--- src/rtl/decrementer.sv ---
// Loadable down-counter with an IDLE/RUN/DONE FSM and a sticky underflow flag.
// Underflow either holds at zero or wraps to all-ones, selected by SATURATE.
module decrementer #(
    parameter int unsigned WIDTH    = 8,
    parameter int unsigned SATURATE = 1
) (
    input  logic             aclk,
    input  logic             srst,
    input  logic             clr,
    input  logic             load,
    input  logic [WIDTH-1:0] load_val,
    input  logic             dec,
    output logic [WIDTH-1:0] out,
    output logic             zero,
    output logic             busy,
    output logic             underflow
);

    typedef enum logic [1:0] {
        IDLE = 2'd0,
        RUN  = 2'd1,
        DONE = 2'd2
    } state_t;

    state_t           state_q, state_d;
    logic [WIDTH-1:0] cnt_q, cnt_d;
    logic             uflow_q, uflow_d;

    // State and datapath registers; srst overrides every other input.
    always_ff @(posedge aclk) begin
        if (srst) begin
            state_q <= IDLE;
            cnt_q   <= '0;
            uflow_q <= 1'b0;
        end else begin
            state_q <= state_d;
            cnt_q   <= cnt_d;
            uflow_q <= uflow_d;
        end
    end

    // Next state: clr > load > dec, one action per cycle.
    always_comb begin
        state_d = state_q;
        cnt_d   = cnt_q;
        uflow_d = uflow_q;
        if (clr) begin
            state_d = IDLE;
            cnt_d   = '0;
            uflow_d = 1'b0;
        end else if (load) begin
            cnt_d   = load_val;
            uflow_d = 1'b0;
            state_d = (load_val != '0) ? RUN : DONE;
        end else if (dec) begin
            case (state_q)
                RUN: begin
                    cnt_d = cnt_q - WIDTH'(1);
                    if (cnt_q == WIDTH'(1)) begin
                        state_d = DONE;
                    end
                end
                DONE: begin
                    uflow_d = 1'b1;
                    if (SATURATE == 0) begin
                        cnt_d   = '1;
                        state_d = RUN;
                    end
                end
                default: begin
                end
            endcase
        end
    end

    // Outputs decode registers only; no input reaches an output combinationally.
    assign out       = cnt_q;
    assign zero      = (cnt_q == '0);
    assign busy      = (state_q == RUN);
    assign underflow = uflow_q;

endmodule

--- config.mk ---
export PLATFORM = sky130hd
export DESIGN_NAME = decrementer
export DESIGN_NICKNAME = d
export VERILOG_FILES = /design/src/rtl/decrementer.sv
export SDC_FILE = /design/constraint.sdc
export NUM_CORES = 1
export LEC_CHECK = 0
export CAP_MARGIN = 20
export CELL_PAD_IN_SITES_DETAIL_PLACEMENT = 1
export CELL_PAD_IN_SITES_GLOBAL_PLACEMENT = 1
export CORE_MARGIN = 4
export CORE_UTILIZATION = 30
export CTS_CLUSTER_SIZE = 28
export DETAILED_ROUTE_END_ITERATION = 12
export PLACE_DENSITY = 0.73
export SYNTH_ARGS = -nofsm -noshare
export SYNTH_HDL_FRONTEND = slang
export SYNTH_SLANG_ARGS = --single-unit
--- constraint.sdc ---
create_clock -name aclk -period 2.1 [get_ports aclk]
set_input_delay 0.21 -clock aclk [delete_from_list [all_inputs] [get_ports aclk]]
set_output_delay 0.21 -clock aclk [all_outputs]
set_load 0.005 [all_outputs]
== Word-level counts from Yosys, hierarchy flattened ==
Index checks and enable logic that the tools add are counted.

* Register bits: 11
* Input port bits: 13
* Output and inout bits: 11
* Word-level logic and storage cells: 25

* Add/subtract/negate cells: 1
* Eq/ne operators: 3
* Muxes and demuxes: 8
* Reduce and logical (&&, ||, !) cells: 10

{| class="wikitable"
|+ Operators with widths
! kind !! count
|-
| $mux W8 || 3
|-
| $mux W2 || 5
|-
| $eq A8 B1 Y1 const B || 1
|-
| $logic_not A8 Y1 || 1
|-
| $reduce_bool A8 Y1 || 1
|-
| $sub A8 B1 Y8 const B || 1
|-
| $reduce_bool A2 Y1 || 3
|-
| $reduce_and A2 Y1 || 2
|-
| $reduce_and A3 Y1 || 1
|-
| $reduce_or A3 Y1 || 1
|-
| $eq A2 B1 Y1 const B || 1
|-
| $eq A2 B2 Y1 const B || 1
|-
| $reduce_or A2 Y1 || 1
|}

== Depth between registers and ports, before layout ==
* Depth in word-level cells: 5
* Depth in mapped cells: 5

== Worst setup path after synthesis ==
OpenSTA, ideal clock, no wires.

* Path type: reg-to-reg
* From: register cnt_q[2], in the netlist out[2]
* To: register cnt_q[7], in the netlist out[7]
* Library setup time: 0.122 ns
* Arrival time: 1.438 ns
* Data required time: 1.978 ns
* Slack: 0.540 ns
* Stages on the path, launching flop included: 4
* Buffers on the path: 0
* Path through: dfxtp_1 > or4b_4 > o31a_1 > o311a_1

* Word-level cells in the longest chain between the ends: 4

{| class="wikitable"
|+ RTL lines
! what !! line !! text
|-
| from (decl) || 26 || <nowiki>logic [WIDTH-1:0] cnt_q, cnt_d;</nowiki>
|-
| from (signal assigned) || 37 || <nowiki>cnt_q <= cnt_d;</nowiki>
|-
| $sub A8 B1 Y8 || 58 || <nowiki>cnt_d = cnt_q - WIDTH'(1);</nowiki>
|-
| $mux W8 || 56 || <nowiki>case (state_q)</nowiki>
|-
| $mux W8 || 55 || <nowiki>end else if (dec) begin</nowiki>
|-
| $mux W8 || 51 || <nowiki>end else if (load) begin</nowiki>
|}

Every way passes these cells. The select of a mux whose other input is x is not followed.
A chain may end at the register's enable or synchronous reset.

== Worst setup path in the final report ==
* From: register cnt_q[3], in the netlist out[3]
* To: output zero

* Word-level cells in the longest chain between the ends: 1

{| class="wikitable"
|+ RTL lines
! what !! line !! text
|-
| $logic_not A8 Y1 || 78 || <nowiki>assign zero = (cnt_q == '0);</nowiki>
|-
| to (decl) || 14 || <nowiki>output logic zero,</nowiki>
|}

Every way passes these cells.

==> results.yml <==
min_path:
  hp-start: "out[6]$_SDFFE_PP0P_"
  endpoint_with_the_worst_hold_slack: "out[6]$_SDFFE_PP0P_"
  path_type_of_the_worst_min_delay_path: "flop to flop"
  whs_path_depth: 2
clocking:
  htree_num_levels: 1
  path_clk_slew_ns: 0.07
  clk_latency_ns: 0.27
  hold_buffers: 0
  clockBufferDepth: 2
  cts_made_buffers: 3
  cts_root_buffer: "sky130_fd_sc_hd__clkbuf_4"
  tritoncts: "done"
  clkSinkCount: 11
worst_setup_path:
  rr_startpoint: "out[2]$_SDFFE_PP0P_"
  critical_path.endpoint_type: "primary output"
  critical_path.cell_chain: "or3_4 > nor4_1 > clkdlybuf4s50_1"
  critical_setup_path_kind: "flop to primary output"
  start_kind: "flop"
  r2r_cells: 4
  cp_data_arrival_time_ns: 1.78
  worst-path-buf-inv: 1
  cpMaxStageDelayCell: "sky130_fd_sc_hd__clkdlybuf4s50_1"
  crit_required_ns: 1.89
  path_delay_family: "simple AND/OR/NAND/NOR gates"
  crit_path_max_fanout: 7
  largest_stage_delay_on_the_critical_path_ns: 0.54
  r2r_setup_slack_ns: 0.41
  worstReg2RegEnd: "out[7]$_SDFFE_PP0P_"
finish:
  fill_cells: 258
  synthToLayoutAreaGrowth_pct: 48.8
  multi_input_area_um2: 378
  final_layout_size_suffix_gt1_share_pct: 9.38
  layout.core_utilization_pct: 46.7
  total_nets_final: 113
  most_common_library_cell_in_the_layout_ignoring_fill_and_taps: "sky130_fd_sc_hd__clkdlybuf4s50_1"
  seq_area_um2: 221
  layout_common_cells: "sky130_fd_sc_hd__clkdlybuf4s50_1 (23), sky130_fd_sc_hd__dfxtp_1 (10), sky130_fd_sc_hd__o21ai_0 (9), sky130_fd_sc_hd__inv_1 (5), sky130_fd_sc_hd__a31oi_1 (5)"
  n_antenna_cell: 0
power:
  power.internal_uw: 352
  power_frac_seq_pct: 47.7
  vdd_drop_max_mv: 0.345
  power.density_cell_area_nw_per_um2: 521
  post-layout-total-power_uw: 477
  clock_power_share_pct: 30.5
  power.combinational.fraction_pct: 21.8
  power.net_switching_uw: 126
  power.switching_fraction_pct: 26.3
  p_leak_uw: 0.000322
yosys:
  async_flop_share_pct: 0
  yosys.cell_types.count: 26
  synth_top_flop_cell: "sky130_fd_sc_hd__dfxtp_1"
  post_synth_design_cell_area_um2: 616
  synth_edf_count: 0
  syn_area_per_cell_um2: 8.92
  ys_warn_count: 0
  yosys_register_bits: 11
  netlist_instances: 69
  synth_seq_area_share_pct: 35.8
  syn-num-nets: 85
routing:
  ant_nets: 0
  routed_wire_length_per_instance_um: 14.8
  drcViolationCount: 0
  dr.first_iter.drc_count: 4
  drt_wl_total_um: 1830
  routed-via-count: 670
  vias_per_cell: 5.45
  detailedRoute.firstPassIterationCount: 4
sta:
  timing_worst_slew_pin_value_ns: 0.548
  min_period_ns: 1.99
  fin_worst_skew_ns: 0.00244
  final_report_max_slew_violation_count: 0
  maxClockFrequency_mhz: 502
  rsz0062_at_grt: "no"
  layout_worst_path_cycle_share_pct: 94.8
  hold_viol_final: 0
  finalSetupViolCount: 0
  worst_slew_margin_rel_pct: 63.3
  finalSetupTns_ns: 0
global_routing:
  maximum_number_of_pins_on_one_net_before_global_route_repair: 14
  grt_usage_pct: 15.1
  grt_first_pass_wirelength_um: 3040
  first_global_vias: 664
  grt_antenna_before_repair: 0
  globalRouteOverflowTotal: 0
placed_design:
  place_congestion: 0.744
  port_buffers: 23
  hpwl_um: 1480
floorplanning:
  die-area_um2: 2840
  floorplan.initialDensity_pct: 31.4
  pin_count: 24
  core_area_um2: 1960
  die-height_um: 53.3
  die_width_um: 53.3
  std_cell_rows: 16
status:
  run_status: "finished clean"
flow_run:
  cap_viol_max_count: 0
-- final cells by class --
class | instances | area share [%]
clock buffer | 4 | 2.87
inverter | 5 | 2.05
multi-input combinational | 52 | 41.3
sequential | 11 | 24.2
tap | 27 | 3.69
timing repair buffer | 24 | 26.0
-- worst max-delay path by stage --
| stage | from | end | cells past startpoint |
|---|---|---|---|
| global route | out[3]$_SDFFE_PP0P_ | zero | 3 |
| detailed placement | dec | out[7]$_SDFFE_PP0P_ | 4 |
| finish | out[3]$_SDFFE_PP0P_ | zero | 3 |
| CTS | out[3]$_SDFFE_PP0P_ | zero | 3 |
| floorplan | out[2]$_SDFFE_PP0P_ | out[7]$_SDFFE_PP0P_ | 3 |
| global placement | dec | out[7]$_SDFFE_PP0P_ | 4 |
-- cell families after synthesis --
family          Yosys count  synth area share [%]
simple gates             23                  25.8
buf+inv                   6                  3.66
compound gates           23                  24.0
fa+ha+maj                 3                  6.10
flops                    11                  35.8
mux                       1                  1.83
xor+xnor                  2                  2.85
-- timing repair --
| action | 4_1_cts | 5_1_grt |
|---|---|---|
| setup buffers | 0 | 0 |
| resized for setup | 0 | 2 |
| endpoints found under the setup margin | 0 | 1 |
-- layer usage --
metal  vias up  routed length, µm  global-route usage [%]
met3         2                125                    3.38
li1        332                  -                       -
met4         0                 18                    8.94
met1       317                790                    17.7
met5         -                  0                       0
met2        19                892                    24.5
-- synthesized netlist by cell type (all sizes together), types with 2 or more instances --
master / count / share of area [%]
or3: 4 / 4.1
nand4b: 2 / 2.8
a31oi: 5 / 5.1
o311a: 2 / 3.3
nor2: 2 / 1.2
o21ai: 9 / 7.3
nor4: 4 / 4.1
or4: 4 / 4.9
ha: 3 / 6.1
or4b: 2 / 3.9
nand3: 2 / 1.6
inv: 5 / 3.0
o31ai: 2 / 2.4
a21oi: 2 / 1.6
dfxtp: 11 / 36
-- sequential cells by signal, indices dropped and copies added, names as in the netlist --
signal     count
out            8
underflow      1
state_q        2
-- worst reg2reg max path, stage by stage (launching register included) --
cell	delay, ns
sky130_fd_sc_hd__dfxtp_1	0.32
sky130_fd_sc_hd__buf_4	0.15
sky130_fd_sc_hd__or4b_4	0.55
sky130_fd_sc_hd__o31a_1	0.29
sky130_fd_sc_hd__o311a_1	0.28
-- per-stage QoR --
stage	setup slack (ns)	cells	instance area, µm²	hold WS [ns]
CTS	0.00100	123	910	0.545
detailed placement	0.173	119	883	0.533
floorplan	0.540	69	616	0.286
finish	0.108	123	916	0.545
global placement	0.198	119	883	0.500
global route	0.0356	123	916	0.584
-- power by group through the flow --
| stage | logic [µW] | registers [µW] | clock network, µW |
|---|---|---|---|
| final | 104 | 228 | 146 |
| after global routing | 115 | 230 | 167 |
| after CTS | 104 | 228 | 153 |
| after detailed placement | 104 | 232 | 0 |
| after global placement | 102 | 232 | 0 |
| after floorplan | 41.3 | 231 | 0 |
No activity file was read; power rests on OpenSTA's default activity.
